==> config.mk <==
export PLATFORM = sky130hd
export DESIGN_NAME = iomem_gpio
export DESIGN_NICKNAME = d
export VERILOG_FILES = /design/src/rtl/iomem_gpio_pkg.sv /design/src/rtl/iomem_gpio_sync.sv /design/src/rtl/iomem_gpio.sv
export SDC_FILE = /design/constraint.sdc
export NUM_CORES = 1
export LEC_CHECK = 0
export CORE_UTILIZATION = 40
export DETAILED_ROUTE_END_ITERATION = 10
export PLACE_DENSITY = 0.73
export SYNTH_ARGS = -nofsm -noshare
export SYNTH_HDL_FRONTEND = slang
export SYNTH_SLANG_ARGS = --single-unit
==> constraint.sdc <==
create_clock -name clk -period 2 [get_ports clk]
set_input_delay 0.3 -clock clk [delete_from_list [all_inputs] [get_ports clk]]
set_output_delay 0.3 -clock clk [all_outputs]
set_load 0.02 [all_outputs]
==> src/rtl/iomem_gpio_pkg.sv <==
// Shared definitions for the iomem GPIO peripheral: register map, window
// decode width, bus FSM states and byte-strobe helpers.
package iomem_gpio_pkg;

  localparam int         DECODE_W     = 8;
  localparam logic [7:0] OFF_DATA_OUT = 8'h00;
  localparam logic [7:0] OFF_DIR      = 8'h04;
  localparam logic [7:0] OFF_DATA_IN  = 8'h08;
  localparam logic [7:0] OFF_IRQ_EN   = 8'h0C;
  localparam logic [7:0] OFF_EDGE_SEL = 8'h10;
  localparam logic [7:0] OFF_IRQ_STAT = 8'h14;

  typedef enum logic {ST_IDLE, ST_ACK} bus_state_t;

  function automatic logic [31:0] byte_mask(input logic [3:0] wstrb);
    return {{8{wstrb[3]}}, {8{wstrb[2]}}, {8{wstrb[1]}}, {8{wstrb[0]}}};
  endfunction

  function automatic logic [31:0] merge_wstrb(input logic [31:0] cur,
                                              input logic [31:0] wdata,
                                              input logic [3:0]  wstrb);
    logic [31:0] m;
    m = byte_mask(wstrb);
    return (cur & ~m) | (wdata & m);
  endfunction

endpackage

==> src/rtl/iomem_gpio_sync.sv <==
// Two-flop synchroniser for asynchronous GPIO pin inputs.
module gpio_sync #(
  parameter int WIDTH = 8
) (
  input  logic             clk,
  input  logic             resetn,
  input  logic [WIDTH-1:0] i_d,
  output logic [WIDTH-1:0] o_q
);

  logic [WIDTH-1:0] r_sync1;
  logic [WIDTH-1:0] r_sync2;

  always_ff @(posedge clk) begin
    if (!resetn) begin
      r_sync1 <= '0;
      r_sync2 <= '0;
    end else begin
      r_sync1 <= i_d;
      r_sync2 <= r_sync1;
    end
  end

  assign o_q = r_sync2;

endmodule

==> src/rtl/iomem_gpio.sv <==
// Memory-mapped GPIO on the iomem bus: direction/output registers, synchronised
// inputs and per-pin edge interrupts; bus outputs are zero outside the window.
module iomem_gpio
  import iomem_gpio_pkg::*;
#(
  parameter int          WIDTH     = 8,
  parameter logic [31:0] BASE_ADDR = 32'h0300_0000
) (
  input  logic             clk,
  input  logic             resetn,
  input  logic             iomem_valid,
  output logic             iomem_ready,
  input  logic [31:0]      iomem_addr,
  input  logic [31:0]      iomem_wdata,
  input  logic [3:0]       iomem_wstrb,
  output logic [31:0]      iomem_rdata,
  input  logic [WIDTH-1:0] gpio_in,
  output logic [WIDTH-1:0] gpio_out,
  output logic [WIDTH-1:0] gpio_oe,
  output logic             irq
);

  bus_state_t       r_state;
  logic             r_ready;
  logic [31:0]      r_rdata;
  logic [WIDTH-1:0] r_out, r_dir, r_en, r_esel, r_stat, r_prev;

  logic [WIDTH-1:0] w_din, w_edge, w_set, w_clr;
  logic [7:0]       w_off;
  logic             w_hit, w_sel, w_wr;
  logic [31:0]      w_cur, w_merge, w_clr32;
  logic             w_unused;

  function automatic logic [31:0] ext(input logic [WIDTH-1:0] v);
    logic [31:0] r;
    r = '0;
    r[WIDTH-1:0] = v;
    return r;
  endfunction

  gpio_sync #(.WIDTH(WIDTH)) u_sync (
    .clk    (clk),
    .resetn (resetn),
    .i_d    (gpio_in),
    .o_q    (w_din)
  );

  assign w_off = {iomem_addr[7:2], 2'b00};
  assign w_hit = (iomem_addr[31:DECODE_W] == BASE_ADDR[31:DECODE_W]);
  assign w_sel = iomem_valid && w_hit && !r_ready && (r_state == ST_IDLE);
  assign w_wr  = w_sel && (|iomem_wstrb);

  always_comb begin
    w_cur = '0;
    case (w_off)
      OFF_DATA_OUT: w_cur = ext(r_out);
      OFF_DIR:      w_cur = ext(r_dir);
      OFF_DATA_IN:  w_cur = ext(w_din);
      OFF_IRQ_EN:   w_cur = ext(r_en);
      OFF_EDGE_SEL: w_cur = ext(r_esel);
      OFF_IRQ_STAT: w_cur = ext(r_stat);
      default:      w_cur = '0;
    endcase
  end

  assign w_merge = merge_wstrb(w_cur, iomem_wdata, iomem_wstrb);
  assign w_clr32 = iomem_wdata & byte_mask(iomem_wstrb);
  assign w_clr   = (w_wr && (w_off == OFF_IRQ_STAT)) ? w_clr32[WIDTH-1:0] : '0;

  // Edge polarity per pin; a set in the same cycle as a W1C clear wins.
  assign w_edge = ((w_din & ~r_prev) & r_esel) | ((~w_din & r_prev) & ~r_esel);
  assign w_set  = w_edge & r_en;

  always_ff @(posedge clk) begin
    if (!resetn) begin
      r_state <= ST_IDLE;
      r_ready <= 1'b0;
      r_rdata <= '0;
      r_out   <= '0;
      r_dir   <= '0;
      r_en    <= '0;
      r_esel  <= '0;
      r_stat  <= '0;
      r_prev  <= '0;
    end else begin
      r_prev <= w_din;
      r_stat <= (r_stat & ~w_clr) | w_set;
      case (r_state)
        ST_IDLE: begin
          if (w_sel) begin
            r_ready <= 1'b1;
            r_rdata <= (|iomem_wstrb) ? 32'h0 : w_cur;
            r_state <= ST_ACK;
            if (w_wr) begin
              case (w_off)
                OFF_DATA_OUT: r_out  <= w_merge[WIDTH-1:0];
                OFF_DIR:      r_dir  <= w_merge[WIDTH-1:0];
                OFF_IRQ_EN:   r_en   <= w_merge[WIDTH-1:0];
                OFF_EDGE_SEL: r_esel <= w_merge[WIDTH-1:0];
                default: ;
              endcase
            end
          end
        end
        ST_ACK: begin
          r_ready <= 1'b0;
          r_rdata <= '0;
          r_state <= ST_IDLE;
        end
        default: begin
          r_ready <= 1'b0;
          r_rdata <= '0;
          r_state <= ST_IDLE;
        end
      endcase
    end
  end

  assign iomem_ready = r_ready;
  assign iomem_rdata = r_rdata;
  assign gpio_out    = r_out;
  assign gpio_oe     = r_dir;
  assign irq         = |r_stat;

  assign w_unused = ^{iomem_addr[1:0], w_merge, w_clr32};

endmodule

# Word level (Yosys, flattened, before mapping)
# Index checks and enable logic that the tools add are counted.
[op_classes]
addsub = 0
multipliers = 0
n_div = 0
order_cmp = 0
n_eq_ne = 7
n_shift = 0
muxes = 9
n_bitwise = 17
reduce_logical = 13
[op_table]
columns = ["operator", "count"]
rows = [
  ["$and 8x8->8", 8],
  ["$mux 32", 2],
  ["$pmux 32 s2", 1],
  ["$pmux 8 s6", 1],
  ["$not 8->8", 5],
  ["$eq 24x18->1 const B", 1],
  ["$or 8x8->8", 3],
  ["$reduce_and 4->1", 4],
  ["$eq 6x2->1 const B", 2],
  ["$eq 6x3->1 const B", 2],
  ["$logic_not 8->1", 1],
  ["$mux 8", 1],
  ["$reduce_or 8->1", 1],
  ["$eq 6x1->1 const B", 1],
  ["$logic_and 1x1->1", 5],
  ["$pmux 1 s2", 2],
  ["$reduce_or 4->1", 1],
  ["$mux 1", 2],
  ["$ne 2x2->1 const B", 1],
  ["$logic_not 1->1", 1],
  ["$not 1->1", 1],
]
[word_totals]
register_bits = 98
latch_bits = 0
ram_bits = 0
mem_bits_ro = 0
input_bits = 79
out_inout_bits = 50
elab_cells = 57
mem_count = 0

# Logic depth before layout (Yosys ltp)
# Gate-level depths: netlist of the first run.
[depth]
depth_word = 10
mapped_depth = 6
ltp_nobuf = 4

# Modules after synthesis
# A second synthesis of the first run with hierarchy kept.
[unflattened]
hier_cells = 354
area_unflattened_um2 = 3300.7
[modules_own_cells]
columns = ["mod", "instances", "cells_each", "area_per_inst_um2", "seq_area_each_um2"]
rows = [
  ["iomem_gpio", 1, 321, 2854.0, 1161.1],
  ["gpio_sync", 1, 33, 446.7, 320.3],
]

# Least setup slack after synthesis of the first run
# No wires, ideal clock.
[synth_timing]
path_kind = "in2reg"
startpoint = "input port iomem_addr[5]"
endpoint = "register r_en[7]"
setup_ps = 75
t_arrival_ps = 2006
required_time_ps = 1925
path_slack_ps = -81
path_stages = 5
n_path_buf = 1
cell_sequence = "or3_1 -> buf_2 -> or4b_4 -> nor4_4 -> mux2i_1"
[synth_via]
elab_chain_len = 4
elab_cells_between_ends = 10
cone_classes = "eq/ne: 5; mux: 1; bitwise: 2; reduce/logical: 2"
[synth_rtl]
columns = ["element", "line", "rtl"]
rows = [
  ["start: declaration", "iomem_gpio.sv:13", "input logic [31:0] iomem_addr,"],
  ["$eq 6x3->1 (tied with other cells)", "iomem_gpio.sv:55", "case (w_off)"],
  ["$pmux 8 s6", "iomem_gpio.sv:55", ""],
  ["$and 8x8->8", "iomem_gpio_pkg.sv:24", "return (cur & ~m) | (wdata & m);"],
  ["$or 8x8->8", "iomem_gpio_pkg.sv:24", ""],
  ["end signal: assignment", "iomem_gpio.sv:98", "OFF_IRQ_EN: r_en <= w_merge[WIDTH-1:0];"],
  ["end: declaration", "iomem_gpio.sv:26", "logic [WIDTH-1:0] r_out, r_dir, r_en, r_esel, r_stat, r_prev;"],
]
# Parallel ways exist; a longest one is shown, timed or not.
# A chain may end at the register's enable or synchronous reset.

# Final worst setup path of the first run
[layout_timing]
startpoint = "input port iomem_addr[23]"
endpoint = "register r_esel[4]"
[layout_via]
elab_chain_len = 6
[layout_rtl]
columns = ["element", "line", "rtl"]
rows = [
  ["$eq 24x18->1 (*)", "iomem_gpio.sv:49", "assign w_hit = (iomem_addr[31:DECODE_W] == BASE_ADDR[31:DECODE_W]);"],
  ["$logic_and 1x1->1 (*) (3 in series)", "iomem_gpio.sv:50", "assign w_sel = iomem_valid && w_hit && !r_ready && (r_state == ST_IDLE);"],
  ["$logic_and 1x1->1", "iomem_gpio.sv:51", "assign w_wr = w_sel && (|iomem_wstrb);"],
  ["$reduce_and 4->1 (no source line) (*)", "n/a", ""],
  ["end signal: assignment", "iomem_gpio.sv:99", "OFF_EDGE_SEL: r_esel <= w_merge[WIDTH-1:0];"],
  ["end: declaration", "iomem_gpio.sv:26", ""],
]
# Every way passes the cells marked *; elsewhere a longest branch is shown, timed or not.

==> summary.md, run 1 <==
| Metric | Value |
|---|---|
| Num CTS Buffers | `9` |
| Post-Synth Simple-Gate Area | `26.8%` |
| Initial Util | `42.2%` |
| Status | `finished, final reports clean` |
| Fill cells | `approximately 700` |
| Die X-Extent | `96.1 µm` |
| Max VDD drop | `473 µV` |
| Compound-cell area share of the yosys netlist | `7.10%` |
| Tmin final | `1.93 ns` |
| WS Path Type | `in -> reg` |
| Vias per inst | `roughly 5.3` |
| Share of cells above drive strength 1 | `a little under a fifth` |
| CORE AREA | `8380 µm²` |
| Yosys top cell area share | `41.9%` |
| Count of pins over their slew limit | `0` |
| I/O pin count | `129` |
| Sequential element share of the synthesized area | `41.9%` |
| Total chip power | `0.00301 W` |
| DRC Markers | `0` |
| Yosys warning count | `0` |
| Gate Count Post-Synth | `between 300 and 400` |
| Synth area leader | `dfxtp_1` |
| Synth-to-layout area growth | `39.9%` |
| Hold Fails Final Rpt | `0` |
| Pwr dens | `607 nW/µm²` |
| Port bufs | `slightly below 80` |
| Cell variety after synth | `36` |
| Setup TNS | `0 ns` |
| DRT Pass-1 Iters | `4` |
| All-Layer GR Usage | `21.3%` |
| Sw power | `roughly 0.0007 W` |
| ANT nets after route | `0` |
| CTS tree | `done` |
| Routability cong. | `between 0.8 and 0.9` |
| Initial DRC Count | `191` |
| Final WL | `9.33 mm` |
| Sequential share of power | `about half` |
| CP max FO | `11` |
| Die height | `96.1 µm` |
| Die footprint | `9230 µm²` |
| Clock Sinks | `74` |
| Root Buffer | `clkbuf_8` |
| F_max | `519 MHz` |
| #FFs+latches synth | `74` |
| Clock power frac | `between 30% and 40%` |
| Post-Synth XOR/XNOR Area | `0%` |
| Leak | `roughly 1.9 nW` |
| First-pass GRT wire length | `14.5 mm` |
| Internal power | `0.00230 W` |
| Avg Synthesized Cell Area | `9.52 µm²` |
| Longest Clk Path Bufs | `2` |
| Placement row count | `33` |
| Combinational share of power | `10.8%` |
| Fin nets | `between 500 and 600` |
| Detailed-route wire length per cell | `15.7 µm` |
| Clk pin slew, worst setup/hold paths | `roughly 0.070 ns` |
| Largest family of logic cells by synthesized area | `simple AND/OR/NAND/NOR gates` |
| Multiplexer share of the synthesized area | `between 15 and 20%` |
| Area share of fa/ha/maj cells after synthesis | `0%` |
| Synth area leaders | `dfxtp_1 (42%), mux2i_1 (11%), and2_1 (5.7%)` |
| Final Non-Filler Cells | `594` |
| Vias in the first global route | `between 2000 and 3000` |
| CP endpoint kind | `flop` |
| Post-Syn Area | `3540 µm²` |
| Startpoint types | `input port` |
| # H-tree levels | `3` |
| Hold Crit Class | `in -> reg` |
| Initial antenna violation count | `0` |
| Setup Viol. Count Final | `0` |
| Clock Skews | `0.00607 ns` |
| Arrival @ worst endpoint | `around 2.2 ns` |
| Largest net degree at the start of global routing | `between 70 and 80` |
| HPWL after DPL | `between 6 and 7 mm` |
| Fin crit share | `between 90% and 100%` |
| Clk_lat worst skew | `0.35 ns` |
| Inst Count DP | `574` |
| Net Sw Frac | `23.3%` |
| Via Count | `3162` |
| WP data required | `about 2.3 ns` |
| Max-cap violation count | `0` |
| Diode count | `0` |
| GRT Residual Overflow | `0` |
[routing by layer]
layer,global-route usage (%),routed length [µm],up-vias
met5,0,0,-
met4,6.97,189,0
met3,6.08,913,21
met2,36.7,4440,142
met1,25.3,3780,1494
li1,-,-,1505
[timing repair]
item                       in CTS  in global routing
setup buffers                   1                  3
hold endpoints to repair        0                  0
resized for setup               6                 13
hold buffers                    0                  0
pin swaps                       1                  3
setup endpoints to repair      33                 18
[path summary, 6_finish.rpt]
kind,from,to,slack [ns],cells after the start
hold / removal,resetn,iomem_ready$_SDFFE_PN0P_,0.38,3
setup reg to reg,iomem_ready$_SDFFE_PN0P_,r_esel[4]$_SDFFE_PN0P_,0.17,6
setup / recovery,iomem_addr[23],r_esel[4]$_SDFFE_PN0P_,0.07,8
hold reg to reg,u_sync.r_sync1[1]$_SDFF_PN0_,u_sync.o_q[1]$_SDFF_PN0_,0.43,1
[cells by family (layout without fill, tap and decap cells)]
logic type      count (synthesis)  in the layout
buf+inv                        48            142
flops                          74             74
other cells                     1             24
compound gates                 34             34
mux                            48             48
simple gates                  167            167
[critical path, stage by stage]
cell and delay [ns]:
clkdlybuf4s50_1 0.43, nor4b_2 0.28, nand3_1 0.11, buf_4 0.18, buf_4 0.20, nor4_4 0.29
buf_6 0.20, mux2i_1 0.21
[cells in the mapped netlist (all sizes together)]
cell    number
dfxtp       74
nand2       49
mux2i       40
and2        32
buf         31
nor2        20
nor4        19
clkbuf      15
nand2b      10
nand3       10
a21oi        9
mux4         8
nor3         8
o22ai        8
o311ai       8
or2          8
a32o         7
nor4b        3
inv          2
nand4        2
and3         1
conb         1
nand4b       1
nor2b        1
o211ai       1
o41ai        1
or3          1
or4          1
or4b         1
[layout by cell type (no fill, tap or decap), types with 2 or more instances in the layout]
cell type        netlist  final
clkdlybuf4s50_1        0     71
dlymetal6s2s_1         0      5
clkbuf_1              15      3
o311ai_2               0      2
nor4_4                 4      5
buf_4                 24     39
a32o_1                 7      7
a21oi_1                9      9
and2_1                32     32
nor4_1                13     10
o22ai_1                8      8
nand2b_1              10     10
clkbuf_8               0     11
buf_6                  0      3
o311ai_1               7      5
nor4b_2                0      3
buf_12                 0      4
inv_1                  2      2
nor2_1                20     20
or2_2                  7      7
nand2_1               49     49
nand3_1               10     10
mux4_2                 8      8
conb_1                 1     24
mux2i_1               40     40
nor4_2                 2      4
dfxtp_1               74     74
nor3_1                 8      8
[state kept, by name, summed over array words and instances, names as in the netlist]
register / count
r_state: 1
gpio_out: 8
r_prev: 8
r_en: 8
gpio_oe: 8
iomem_ready: 1
iomem_rdata: 8
u_sync.r_sync1: 8
u_sync.o_q: 8
r_esel: 8
r_stat: 8
[area by class of cell]
cell class	instances	area [µm²]	area share, %
multi-input cells	273	1940	39.2
well taps	105	131	2.65
clock inverters	2	35.0	0.708
clock buffers	14	163	3.29
inverters	2	7.51	0.152
repair buffers	124	1190	24.1
flip-flops and latches	74	1480	29.9
[power groups by stage]
stage / Clock [W] / Combinational [W] / Sequential, W
6_report: 0.00118 / 0.000324 / 0.00150
5_1_grt: 0.00126 / 0.000351 / 0.00150
4_1_cts: 0.00120 / 0.000316 / 0.00150
3_5_place_dp: 0 / 0.000313 / 0.00154
3_3_place_gp: 0 / 0.000308 / 0.00153
2_1_floorplan: 0 / 0.000174 / 0.00153
[through the flow]
stage | instance area (µm²) | hold slack (ns) | utilization, % | setup WS (ns)
final | 4950 | 0.378 | 59.1 | 0.0734
after global routing | 4950 | 0.391 | 59.1 | -0.0217
after CTS | 4870 | 0.360 | 58.1 | 0.0189
after detailed placement | 4630 | 0.417 | 55.2 | -0.474
after global placement | 4630 | 0.414 | 55.2 | -0.408
after floorplan | 3640 | 0.412 | - | -0.0778
(Power assumes the default switching activity.)
==> inputs of run 2 (changes only) <==
- SETUP_SLACK_MARGIN: default -> 0.3
==> summary.md, run 2 (synthesis gave the netlist of run 1 again) <==
| Metric | Value |
|---|---|
| Placed cell area | `4710 µm²` |
| CP max FO | `4` |
| Clock Skews | `0.00941 ns` |
| # H-tree levels | `3` |
| All-Layer GR Usage | `22.8%` |
| Critical Path Start | `iomem_addr[6]` |
| Fin crit share | `87.9%` |
| Critical path endpoint | `r_en[6]$_SDFFE_PN0P_` |
| F_max | `569 MHz` |
| Max transition margin | `61.8%` |
| Slew @ Worst Pin | `0.571 ns` |
| Cell count of the worst reg-to-reg path | `5` |
| Via Count | `roughly 3400` |
| Final WL | `about 10 mm` |
| Final worst slack | `0.243 ns` |
| Net Sw Frac | `25.4%` |
| GRT Residual Overflow | `0` |
| I/O pin count | `129` |
| Tmin final | `1.76 ns` |
| CORE AREA | `8380 µm²` |
| Synth-to-layout area growth | `49.1%` |
| First-pass GRT wire length | `15.4 mm` |
| WP data required | `~2.3 ns` |
| Die footprint | `9230 µm²` |
| Combinational share of power | `11.7%` |
| Diode count | `0` |
| Startpoint types | `input port` |
| Hold Fails Final Rpt | `0` |
| Initial antenna violation count | `0` |
| Cell breakdown of the critical path | `buf_8 > or3_4 > or4b_4 > nor4_4 > buf_4 > mux2i_1` |
| CTS tree | `done` |
| Detailed-route wire length per cell | `16.8 µm` |
| Vias per inst | `5.50` |
| DRT Pass-1 Iters | `5` |
| Worst path max stage delay | `roughly 0.50 ns` |
| Final Non-Filler Cells | `611` |
| R2r setup slk | `0.25 ns` |
| Pwr dens | `552 nW/µm²` |
| Vias in the first global route | `3201` |
| Count of pins over their slew limit | `0` |
| Total chip power | `0.00291 W` |
| CP endpoint kind | `flop` |
| Arrival @ worst endpoint | `a little over 2 ns` |
| Die height | `96.1 µm` |
| Reg-to-reg startpoint | `iomem_ready$_SDFFE_PN0P_` |
| Clock power frac | `36.8%` |
| Initial DRC Count | `285` |
| RSZ-0062 raised after global routing | `true` |
| Num CTS Buffers | `9` |
| Sequential share of power | `approximately half` |
| WS Path Type | `in -> reg` |
| Routability cong. | `0.872` |
| Longest Clk Path Bufs | `2` |
| CTS Hold Bufs | `0` |
| Final Instance Area | `5280 µm²` |
| Initial Util | `42.2%` |
| Hold Crit Class | `in -> reg` |
| Root Buffer | `clkbuf_8` |
| Hold_ws | `0.370 ns` |
| Most common library cell in the layout ignoring fill and taps | `dfxtp_1` |
| HPWL after DPL | `6.92 mm` |
| Setup Viol. Count Final | `0` |
| ANT nets after route | `0` |
| Leak | `2.16 nW` |
| Share of cells above drive strength 1 | `26.3%` |
| Status | `finished, final reports clean` |
| Clock Sinks | `74` |
| Clk_lat worst skew | `roughly 0.35 ns` |
| Clk pin slew, worst setup/hold paths | `0.08 ns` |
| Fin nets | `580` |
| Port bufs | `78` |
| Placement row count | `33` |
| FF-to-FF End | `r_stat[6]$_SDFF_PN0_` |
| Inst Count DP | `576` |
| Largest net degree at the start of global routing | `37` |
| Dpl ws | `-0.444 ns` |
| Hold Crit Depth | `3` |
| Commonest cells after routing, fill and taps aside | `dfxtp_1 (73), nand2_1 (49), buf_4 (48)` |
| Die X-Extent | `96.1 µm` |
| Max-cap violation count | `0` |
| Sw power | `0.000739 W` |
| Internal power | `0.00217 W` |
| DRC Markers | `0` |
| Max VDD drop | `421 µV` |
| Critical Path Slowest Stage Cell | `or4b_4` |
run 2: changes by cell type in the layout (fill, tap and decap cells not counted), moves of 3 or more:
cell,delta
buf_4,+9
clkbuf_2,+3
nor4_4,+4
nor4b_4,+3
clkdlybuf4s50_1,-30
dlymetal6s2s_1,+9
nor4_1,-5
nor4b_2,-3
dlygate4sd2_1,+14
buf_6,+5
run 2: area by class of cell:
type	instances	area [µm²]
Clock inverter	4	26.3
Multi-Input combinational cell	274	2100
Sequential cell	74	1490
Fill cell	697	3100
Clock buffer	12	155
Timing Repair Buffer	140	1370
Tap cell	105	131
Inverter	2	7.51
run 2: metrics by stage:
| stage | util (%) | setup TNS (ns) |
|---|---|---|
| 2_1_floorplan | - | -0.604 |
| 3_3_place_gp | 56.1 | -12.68 |
| 3_5_place_dp | 56.1 | -14.61 |
| 4_1_cts | 61.7 | 0 |
| 5_1_grt | 63.0 | 0 |
| 6_report | 63.0 | 0 |
run 2: timing repair:
| action | CTS | global route |
|---|---|---|
| hold endpoints to repair | 0 | 0 |
| endpoints found under the setup margin | 49 | 54 |
| pin swaps | 15 | 10 |
| gates resized for setup | 64 | 32 |
| gates cloned | 2 | 1 |
| setup buffers | 14 | 2 |
run 2: how the worst min path moves through the flow:
| stage | start | slack, ns | end |
|---|---|---|---|
| after floorplan | u_sync.r_sync1[0]$_SDFF_PN0_ | 0.41 | u_sync.o_q[0]$_SDFF_PN0_ |
| final | resetn | 0.37 | iomem_ready$_SDFFE_PN0P_ |
| after global routing | resetn | 0.37 | iomem_ready$_SDFFE_PN0P_ |
| after CTS | resetn | 0.36 | iomem_ready$_SDFFE_PN0P_ |
| after global placement | u_sync.r_sync1[3]$_SDFF_PN0_ | 0.41 | u_sync.o_q[3]$_SDFF_PN0_ |
| after detailed placement | u_sync.r_sync1[2]$_SDFF_PN0_ | 0.42 | u_sync.o_q[2]$_SDFF_PN0_ |
run 2: critical path, delay by kind of cell:
kind | cells | cell delay (ns)
mux | 1 | 0.20
simple gates | 3 | 1.22
buf+inv | 2 | 0.31
run 2: power by group through the flow:
stage	Sequential, W	Combinational (W)	Clock (W)
after floorplan	0.00153	0.000182	0
after global placement	0.00153	0.000322	0
after detailed placement	0.00153	0.000327	0
after CTS	0.00150	0.000336	0.00110
after global routing	0.00150	0.000367	0.00116
final	0.00150	0.000342	0.00107
run 2: routing by layer:
| layer | vias up | global-route usage (%) | routed length [µm] |
|---|---|---|---|
| met2 | 192 | 38.4 | 4950 |
| met4 | 0 | 11.9 | 292 |
| met1 | 1606 | 27.4 | 4090 |
| li1 | 1536 | - | - |
| met3 | 26 | 4.34 | 957 |
| met5 | - | 0 | 0 |
==> inputs of run 3 (changes only) <==
- CAP_MARGIN: default -> 20
==> results of run 3 <==
Final layout, timing and power as in run 2 (identical DEF).
